===== src/rtl/synth_pkg.sv =====
// -----------------------------------------------------------------------------
// synth_pkg
// Shared definitions for the synthesiser voice path (MIDI receiver, envelope
// generator, oscillator bank).
//   NUM_VOICES / ENV_WIDTH / VEL_WIDTH : common widths
//   env_state_t                        : ADSR envelope stage
//   peak_of()                          : velocity-scaled envelope peak
//   sus_of()                           : sustain target clipped to the peak
// -----------------------------------------------------------------------------
package synth_pkg;

    localparam int NUM_VOICES = 8;
    localparam int ENV_WIDTH  = 16;
    localparam int VEL_WIDTH  = 3;

    typedef enum logic [2:0] {
        IDLE,
        ATTACK,
        DECAY,
        SUSTAIN,
        RELEASE
    } env_state_t;

    // Velocity fills the top bits, the rest are ones: vel 7 -> 0xFFFF, vel 0 -> 0x1FFF.
    function automatic logic [ENV_WIDTH-1:0] peak_of(input logic [VEL_WIDTH-1:0] vel);
        return {vel, {(ENV_WIDTH - VEL_WIDTH){1'b1}}};
    endfunction

    function automatic logic [ENV_WIDTH-1:0] sus_of(input logic [ENV_WIDTH-1:0] sustain,
                                                    input logic [ENV_WIDTH-1:0] peak);
        return (sustain < peak) ? sustain : peak;
    endfunction

endpackage


===== src/rtl/env_step.sv =====
// -----------------------------------------------------------------------------
// env_step
// Combinational next-state / next-level function for one envelope voice.
//   state_i, level_i       : current stage and level of the voice
//   gate_i, pend_on_i      : live gate and captured note-on edge
//   peak_i, sus_i          : velocity-scaled peak and clipped sustain target
//   *_step_i               : per-tick stage rates (0 = jump to target)
//   state_o, level_o       : stage and level to store for this voice
// -----------------------------------------------------------------------------
module env_step
    import synth_pkg::*;
(
    input  env_state_t             state_i,
    input  logic [ENV_WIDTH-1:0]   level_i,
    input  logic                   gate_i,
    input  logic                   pend_on_i,
    input  logic [ENV_WIDTH-1:0]   peak_i,
    input  logic [ENV_WIDTH-1:0]   sus_i,
    input  logic [ENV_WIDTH-1:0]   attack_step_i,
    input  logic [ENV_WIDTH-1:0]   decay_step_i,
    input  logic [ENV_WIDTH-1:0]   release_step_i,
    output env_state_t             state_o,
    output logic [ENV_WIDTH-1:0]   level_o
);

    // One extra bit so neither the attack sum nor the decay floor can wrap.
    logic [ENV_WIDTH:0] attack_sum;
    logic [ENV_WIDTH:0] decay_floor;

    assign attack_sum  = {1'b0, level_i} + {1'b0, attack_step_i};
    assign decay_floor = {1'b0, sus_i}   + {1'b0, decay_step_i};

    always_comb begin
        // NOTE: defaults first so every path assigns both outputs and no latch is inferred.
        state_o = state_i;
        level_o = level_i;

        if (pend_on_i) begin
            // Retrigger keeps the current level so the restart is click-free.
            state_o = ATTACK;
        end else if (!gate_i && (state_i inside {ATTACK, DECAY, SUSTAIN})) begin
            state_o = RELEASE;
        end else begin
            unique case (state_i)
                ATTACK: begin
                    // Also covers a level already above a lowered peak.
                    if (attack_step_i == '0 || attack_sum >= {1'b0, peak_i}) begin
                        level_o = peak_i;
                        state_o = DECAY;
                    end else begin
                        level_o = attack_sum[ENV_WIDTH-1:0];
                    end
                end
                DECAY: begin
                    if (decay_step_i == '0 || {1'b0, level_i} <= decay_floor) begin
                        level_o = sus_i;
                        state_o = SUSTAIN;
                    end else begin
                        level_o = level_i - decay_step_i;
                    end
                end
                SUSTAIN: level_o = sus_i;
                RELEASE: begin
                    if (release_step_i == '0 || level_i <= release_step_i) begin
                        level_o = '0;
                        state_o = IDLE;
                    end else begin
                        level_o = level_i - release_step_i;
                    end
                end
                default: begin
                    level_o = '0;
                    state_o = IDLE;
                end
            endcase
        end
    end

endmodule


===== src/rtl/voice_envelope.sv =====
// -----------------------------------------------------------------------------
// voice_envelope
// Eight-voice ADSR envelope generator. One shared env_step datapath is swept
// over all voices, one voice per clock, after each accepted sample_tick.
//   sample_tick      : starts a sweep (dropped and flagged while busy)
//   gate_in          : per-voice note-on level, rising edges latched in pend_on
//   velocity_in      : per-voice velocity, sets the envelope peak
//   attack/decay/release_step, sustain_level : shared envelope settings
//   env_out          : per-voice envelope level
//   env_valid        : one-cycle pulse after the last voice is written
//   voice_active     : per-voice "not IDLE" flag for voice allocation
//   busy             : sweep in progress
//   tick_overrun     : sticky, a tick arrived during a sweep
// -----------------------------------------------------------------------------
module voice_envelope
    import synth_pkg::*;
#(
    parameter int NUM_VOICES = synth_pkg::NUM_VOICES,
    parameter int ENV_WIDTH  = synth_pkg::ENV_WIDTH,
    parameter int VEL_WIDTH  = synth_pkg::VEL_WIDTH
) (
    input  logic                                  clk,
    input  logic                                  rst_n,
    input  logic                                  sample_tick,
    input  logic [NUM_VOICES-1:0]                 gate_in,
    input  logic [NUM_VOICES-1:0][VEL_WIDTH-1:0]  velocity_in,
    input  logic [ENV_WIDTH-1:0]                  attack_step,
    input  logic [ENV_WIDTH-1:0]                  decay_step,
    input  logic [ENV_WIDTH-1:0]                  sustain_level,
    input  logic [ENV_WIDTH-1:0]                  release_step,
    output logic [NUM_VOICES-1:0][ENV_WIDTH-1:0]  env_out,
    output logic                                  env_valid,
    output logic [NUM_VOICES-1:0]                 voice_active,
    output logic                                  busy,
    output logic                                  tick_overrun
);

    localparam int               IDX_W    = $clog2(NUM_VOICES);
    localparam logic [IDX_W-1:0] LAST_IDX = IDX_W'(NUM_VOICES - 1);

    logic                  busy_q, busy_d;
    logic [IDX_W-1:0]      idx_q, idx_d;
    logic                  env_valid_q, env_valid_d;
    logic                  overrun_q, overrun_d;
    logic [NUM_VOICES-1:0] gate_prev_q;
    logic [NUM_VOICES-1:0] pend_on_q, pend_on_d;
    logic [NUM_VOICES-1:0] proc_mask;

    env_state_t            state_q [NUM_VOICES];
    logic [ENV_WIDTH-1:0]  level_q [NUM_VOICES];

    logic [ENV_WIDTH-1:0]  cur_peak, cur_sus, step_level;
    env_state_t            step_state;

    // Settings are taken live during the voice's own processing cycle.
    assign cur_peak = peak_of(velocity_in[idx_q]);
    assign cur_sus  = sus_of(sustain_level, cur_peak);

    env_step u_env_step (
        .state_i        (state_q[idx_q]),
        .level_i        (level_q[idx_q]),
        .gate_i         (gate_in[idx_q]),
        .pend_on_i      (pend_on_q[idx_q]),
        .peak_i         (cur_peak),
        .sus_i          (cur_sus),
        .attack_step_i  (attack_step),
        .decay_step_i   (decay_step),
        .release_step_i (release_step),
        .state_o        (step_state),
        .level_o        (step_level)
    );

    always_comb begin
        busy_d      = busy_q;
        idx_d       = idx_q;
        env_valid_d = 1'b0;
        overrun_d   = overrun_q | (sample_tick & busy_q);
        proc_mask   = '0;

        if (busy_q) begin
            proc_mask[idx_q] = 1'b1;
            if (idx_q == LAST_IDX) begin
                busy_d      = 1'b0;
                idx_d       = '0;
                env_valid_d = 1'b1;
            end else begin
                idx_d = idx_q + 1'b1;
            end
        end else if (sample_tick) begin
            busy_d = 1'b1;
            idx_d  = '0;
        end

        // A new edge wins over the clear, so it survives into the next sweep.
        pend_on_d = (pend_on_q & ~proc_mask) | (gate_in & ~gate_prev_q);
    end

    // NOTE: sequential state uses non-blocking assignments so all registers see pre-edge values.
    always_ff @(posedge clk or negedge rst_n) begin
        if (!rst_n) begin
            busy_q      <= 1'b0;
            idx_q       <= '0;
            env_valid_q <= 1'b0;
            overrun_q   <= 1'b0;
            gate_prev_q <= '0;
            pend_on_q   <= '0;
        end else begin
            busy_q      <= busy_d;
            idx_q       <= idx_d;
            env_valid_q <= env_valid_d;
            overrun_q   <= overrun_d;
            gate_prev_q <= gate_in;
            pend_on_q   <= pend_on_d;
        end
    end

    // NOTE: the per-voice arrays are flops, not RAM, so they take the async reset like any register.
    always_ff @(posedge clk or negedge rst_n) begin
        if (!rst_n) begin
            for (int v = 0; v < NUM_VOICES; v++) begin
                state_q[v] <= IDLE;
                level_q[v] <= '0;
            end
        end else if (busy_q) begin
            state_q[idx_q] <= step_state;
            level_q[idx_q] <= step_level;
        end
    end

    // Level and stage registers are written on the same edge, so both outputs move together.
    always_comb begin
        for (int v = 0; v < NUM_VOICES; v++) begin
            env_out[v]      = level_q[v];
            voice_active[v] = (state_q[v] != IDLE);
        end
    end

    assign env_valid    = env_valid_q;
    assign busy         = busy_q;
    assign tick_overrun = overrun_q;

endmodule


===== config.mk =====
export PLATFORM = sky130hd
export DESIGN_NAME = voice_envelope
export DESIGN_NICKNAME = d
export VERILOG_FILES = /design/src/rtl/synth_pkg.sv /design/src/rtl/env_step.sv /design/src/rtl/voice_envelope.sv
export SDC_FILE = /design/constraint.sdc
export NUM_CORES = 1
export LEC_CHECK = 0
export ABC_AREA = 0
export CAP_MARGIN = 20
export CORE_MARGIN = 2
export CORE_UTILIZATION = 58
export DETAILED_ROUTE_END_ITERATION = 8
export GPL_TIMING_DRIVEN = 0
export PLACE_DENSITY = 0.87
export SYNTH_ARGS = -nofsm -noshare
export SYNTH_HDL_FRONTEND = slang
export SYNTH_SLANG_ARGS = --single-unit
export TNS_END_PERCENT = 20

===== constraint.sdc =====
create_clock -name clk -period 16.6 [get_ports clk]
set_input_delay 2.49 -clock clk [delete_from_list [all_inputs] [get_ports clk]]
set_output_delay 2.49 -clock clk [all_outputs]
set_load 0.005 [all_outputs]

==> out/results.ini, run 1 <==
[timing]
fin_crit_sh_pct = 64.86
setup_tns_ns = 0
setup_viol = 0
rsz0062_at_grt = no
final.setup_skew_ns = 0.01118
min_period_ns = 10.77
finalHoldViolCount = 0
maxSlewViolCount = 0
worstMarginPinSlew_ns = 1.249
slew-limit-headroom_pct = 16.76
fmax_mhz = 92.88

[status]
outcome = finished clean

[yosys]
synth.avg_cell_area_sq_um = 8.276
syn-cell-area_sq_um = 13230
synth_warnings = 0
ys_seq_area_share_pct = 32.92
synth.net_count = 1790
synth-seq-cells = 174
synth_cells = 1598
async_flop_share_pct = 100.0
synth_edf_count = 0
ys.flop_type = dfrtp_1
ys_types = 86

[critical_path]
critPathMaxFanout = 10
start_kind = input pin
critPathSlowestCell = o41ai_2
endpoint_kind = flip-flop
crit_required_ns = 16.87
crit_type = input pin to flip-flop
rr_worst_depth = 34
critPathArrivalTime_ns = 11.03
critPathMaxStageDelay_ns = 0.88
cp.depth = 33
path_buf_inv = 5
cp_top_family = compound AO/OA/AOI/OAI gates

[die]
core_area_sq_um = 22500
fp-row-count = 55
fp.dieW_um = 155.0
start_util_pct = 58.77
die_h_um = 155.0
dieArea_sq_um = 24030
io_pins = 238

[cts]
cts_resized = 0
cts_tree = yes
max-clock-path-buffers = 2
cts_num_sinks = 174
clk_pin_slew_ns = 0.07
clockRootBuffer = clkbuf_16
cts_hold_buf = 0
clock_latency_ns = 0.45
cts_made_buffers = 17
post_cts_buffers = 0
htreeDepth = 4

[placed_design]
placement.cell_area_sq_um = 16060
port_buffers = 237
routabilityCongestion = 1.039
placed_cells = 2126
dpl.hpwl_um = 39920

[finish]
areaGrowthSynthToFinish_pct = 26.24
antenna_cells = 0
nets = 2053
fill_cells = 1720
layout.cells.non_filler = 2158
final_layout_size_suffix_gt1_share_pct = 7.955
design_area_sq_um = 16700

[route]
routed_wl_um = 52930
viasPerCell = 6.851
routedWlPerCell_um = 24.53
first_pass_iters = 6
first_iter_violations = 1884
drc = 0
ant_nets = 0
vias = 14780

[global_routing]
grt_pass1_wl_um = 80210
overflow = 0
grt_usage_pct = 43.24
first_global_vias = 14160
grt_max_degree = 101
antenna_found_initial = 0

[worst_hold_path]
min_path_type = flip-flop to flip-flop
whs_path_depth = 1

[run]
drv_cap = 0

## path summary, 6_finish.rpt
kind | start | to | slack (ns)
max in group asynchronous | rst_n | env_out[86] | 13.69
hold / removal | gate_prev_q[1] | pend_on_q[1] | 0.42
hold reg to reg | gate_prev_q[1] | pend_on_q[1] | 0.42
setup reg to reg | idx_q[1] | env_out[14] | 6.64
min in group asynchronous | rst_n | env_out[25] | 2.01
setup / recovery | velocity_in[9] | env_out[14] | 5.83
## synthesized netlist by cell type, types with 14 or more instances
cell,n,area share (%)
clkbuf_1,54,1.5
nand3_1,133,5.0
nor4_1,16,0.76
xnor2_1,24,1.6
nor3_1,17,0.64
mux2i_1,29,2.2
o21ai_0,127,4.8
dfrtp_1,174,33
o31ai_1,21,1.2
or3_1,17,0.80
buf_2,15,0.57
o221ai_1,16,1.1
nor2_1,98,2.8
o21ai_1,41,1.6
nand2_1,220,6.2
o22ai_1,14,0.66
a21oi_1,69,2.6
mux2_2,29,2.5
a31oi_1,14,0.66
xor2_1,19,1.3
a22oi_1,19,1.1
ha_1,89,8.4
nand4_1,19,0.90
a21o_1,23,1.3
inv_1,82,2.3
a221oi_1,21,1.4
## flip-flops by register name, summed over array words and instances, names as in the netlist
signal and count:
gate_prev_q 8, env_out 128, env_valid 1, tick_overrun 1, idx_q 3, state_q 24, pend_on_q 8, busy 1
## placed cells by master, fill, tap and decap left out, types with 24 or more instances in the layout
cell type / count
a21oi_1: 69
dfrtp_1: 174
nand2_1: 220
clkdlybuf4s50_1: 236
clkbuf_1: 54
o21ai_1: 41
o21ai_0: 127
nand3_1: 133
xnor2_1: 24
inv_1: 82
ha_1: 89
mux2i_1: 29
mux2_2: 29
nor2_1: 98
## final cells by class
type | count | area (sq um) | share of cell area (%)
well taps | 285 | 356.6 | 2.136
repair buffers | 244 | 2452 | 14.69
flip-flops and latches | 174 | 4354 | 26.08
inverters | 84 | 315.3 | 1.888
multi-input cells | 1254 | 8189 | 49.05
clock buffers | 17 | 425.4 | 2.548
clock inverters | 14 | 205.2 | 1.229
plain buffers | 86 | 397.9 | 2.383
## metal layers
metal / share of wire, % / vias up / wire length (um) / track usage (%)
met5: 0 / - / 0 / 0
met2: 45 / 1206 / 23900 / 68.83
met4: 6.5 / 0 / 3421 / 25.49
met3: 12 / 290 / 6360 / 9.499
met1: 36 / 6920 / 19250 / 54.30
li1: - / 6368 / - / -
## cells by family after synthesis
kind of cell             synth area share, %
AND/OR/NAND/NOR                        20.98
AO/OA/AOI/OAI                          23.71
flip-flops                             32.92
buffers and inverters                  5.393
adder cells (fa/ha/maj)                9.026
multiplexers                           5.118
XOR/XNOR                               2.848
## metrics by stage
| stage | hold WS, ns | setup slack [ns] | util [%] |
|---|---|---|---|
| after floorplan | 0.3996 | 7.941 | - |
| after global placement | 0.4020 | 5.853 | 70.90 |
| after detailed placement | 0.4125 | 5.659 | 71.37 |
| after CTS | 0.4212 | 6.058 | 74.17 |
| after global routing | 0.4512 | 5.449 | 74.20 |
| final | 0.4220 | 5.834 | 74.20 |
Power of run 1 is not shown: default switching activity piles up to over one toggle a cycle in this logic, so the estimate is an artifact.
==> inputs of run 2 (changes only) <==
--- a/config.mk
+++ b/config.mk
@@ -8,10 +8,10 @@
 export ABC_AREA = 0
 export CAP_MARGIN = 20
 export CORE_MARGIN = 2
-export CORE_UTILIZATION = 58
+export CORE_UTILIZATION = 49
 export DETAILED_ROUTE_END_ITERATION = 8
 export GPL_TIMING_DRIVEN = 0
-export PLACE_DENSITY = 0.87
+export PLACE_DENSITY = 0.78
 export SYNTH_ARGS = -nofsm -noshare
 export SYNTH_HDL_FRONTEND = slang
 export SYNTH_SLANG_ARGS = --single-unit
==> constraint.sdc (replaced) <==
create_clock -name clk -period 9.7 [get_ports clk]
set_input_delay 1.455 -clock clk [delete_from_list [all_inputs] [get_ports clk]]
set_output_delay 1.455 -clock clk [all_outputs]
set_load 0.005 [all_outputs]
==> run 2 against run 1 <==
Largest cell class unchanged. Flip-flop and latch count stayed put. Final cell count is 2.7% higher. Sequential share of layout area is 0.35 points lower. Critical path depth is 1 higher. Clock skew is 0.00080 ns lower.
==> out/results.ini, run 2 (synthesized netlist as in run 1, its figures left out) <==
[die]
die_h_um = 168.3
fp.dieW_um = 168.3
core_area_sq_um = 26730
fp-row-count = 60
start_util_pct = 49.49
dieArea_sq_um = 28320
io_pins = 238

[global_routing]
grt_max_degree = 100
antenna_found_initial = 0
overflow = 0
first_global_vias = 13800
grt_usage_pct = 36.57
grt_pass1_wl_um = 79830

[route]
drc = 0
vias = 14480
ant_nets = 0
routed_wl_um = 52760
first_iter_violations = 1903
routedWlPerCell_um = 23.81
viasPerCell = 6.532
first_pass_iters = 7

[finish]
regArea_sq_um = 4354
fill_cells = 2299
layout.cells.non_filler = 2216
layout_common_cells = clkdlybuf4s50_1 (236), nand2_1 (219), dfrtp_1 (174), nand3_1 (133), o21ai_0 (127)
antenna_cells = 0
nets = 2055
areaGrowthSynthToFinish_pct = 27.98
multiInputGateArea_sq_um = 8295
final_layout_size_suffix_gt1_share_pct = 8.747
layout_commonest_cell = clkdlybuf4s50_1
largest_reg_flops = 128

[status]
outcome = finished clean

[timing]
final.setup_skew_ns = 0.01038
setup_viol = 0
finalHoldViolCount = 0
min_period_ns = 9.174
rsz0062_at_grt = no
fmax_mhz = 109.0
worstMarginPinSlew_ns = 1.205
slew-limit-headroom_pct = 19.64
fin_crit_sh_pct = 94.58
maxSlewViolCount = 0
final.setup.worst_slack_ns = 0.5260

[critical_path]
r2r_end = env_out[35]
critPathArrivalTime_ns = 9.50
endpoint_kind = flip-flop
path_buf_inv = 6
rrSetupSlack_ns = 0.66
critPathMaxFanout = 10
critPathSlowestCell = o41ai_1
start_kind = input pin
critPathMaxStageDelay_ns = 0.56
crit_required_ns = 10.02
rr_startpoint = idx_q[2]
cp_top_family = compound AO/OA/AOI/OAI gates
crit_type = input pin to flip-flop
rr_worst_depth = 35
cp.depth = 34

[cts]
clockRootBuffer = clkbuf_16
cts_hold_buf = 0
cts_tree = yes
cts_made_buffers = 17
htreeDepth = 4
cts_num_sinks = 174
clock_latency_ns = 0.44
max-clock-path-buffers = 2
clk_pin_slew_ns = 0.07

[placed_design]
placed_cells = 2182
routabilityCongestion = 1.018
port_buffers = 237
dpl.hpwl_um = 40580
dpl_worst_slack_ns = -0.3355

[run]
drv_cap = 0

[worst_hold_path]
min_path_type = flip-flop to flip-flop
min_from = gate_prev_q[1]
whs_endpoint = pend_on_q[1]
whs_path_depth = 1

[run 2: how the worst max path moves through the flow]
| stage | slack [ns] | end | from |
|---|---|---|---|
| 3_3_place_gp | -0.28 | env_out[120] | velocity_in[3] |
| 5_1_grt | 0.11 | env_out[51] | velocity_in[3] |
| 3_5_place_dp | -0.34 | env_out[120] | velocity_in[3] |
| 4_1_cts | 0.06 | env_out[106] | idx_q[1] |
| 2_1_floorplan | 2.08 | env_out[111] | velocity_in[9] |
| 6_report | 0.53 | env_out[35] | velocity_in[3] |
[run 2: through the flow]
stage	hold WS (ns)	instance area (sq um)	utilization, %	setup TNS (ns)
floorplan	0.3996	13230	-	0
global placement	0.4037	16020	59.96	-10.82
detailed placement	0.4113	16140	60.38	-11.21
CTS	0.4189	16800	62.86	0
global route	0.4496	16930	63.33	0
finish	0.4263	16930	63.33	0
[run 2: final cells by class]
class,instances,area share [%]
Clock inverter,13,1.316
Inverter,84,1.863
Buffer,86,2.365
Timing Repair Buffer,246,14.61
Tap cell,341,2.521
Sequential cell,174,25.72
Clock buffer,18,2.595
Multi-Input combinational cell,1254,49.01
[run 2: worst register-to-register path, delay by kind of cell, from the launching register on]
| kind | cells | cell delay (ns) |
|---|---|---|
| compound gates | 15 | 3.85 |
| xor+xnor | 1 | 0.12 |
| fa+ha+maj | 3 | 0.86 |
| buf+inv | 8 | 2.37 |
| flops | 1 | 0.37 |
| simple gates | 8 | 1.36 |
[run 2: what timing repair did]
action,4_1_cts,5_1_grt
resized for setup,0,19
endpoints found under the setup margin,0,136
setup buffers,0,3
[run 2: routing by layer]
| layer | share of wire [%] | global-route usage [%] | vias up |
|---|---|---|---|
| li1 | - | - | 6396 |
| met1 | 38 | 47.62 | 6753 |
| met2 | 45 | 57.85 | 1106 |
| met3 | 11 | 6.935 | 220 |
| met4 | 5.5 | 19.60 | 0 |
| met5 | 0 | 0 | - |
Power of run 2 is left out for the same reason.
==> inputs of run 3 (changes only) <==
--- a/config.mk
+++ b/config.mk
@@ -6,6 +6,7 @@
 export NUM_CORES = 1
 export LEC_CHECK = 0
 export ABC_AREA = 0
+export ABC_CLOCK_PERIOD_IN_PS = 9700
 export CAP_MARGIN = 20
 export CORE_MARGIN = 2
 export CORE_UTILIZATION = 49
==> results of run 3 <==
The final DEF is identical to that of run 2; final timing and power are the same.
Power of run 3 is left out for the same reason.
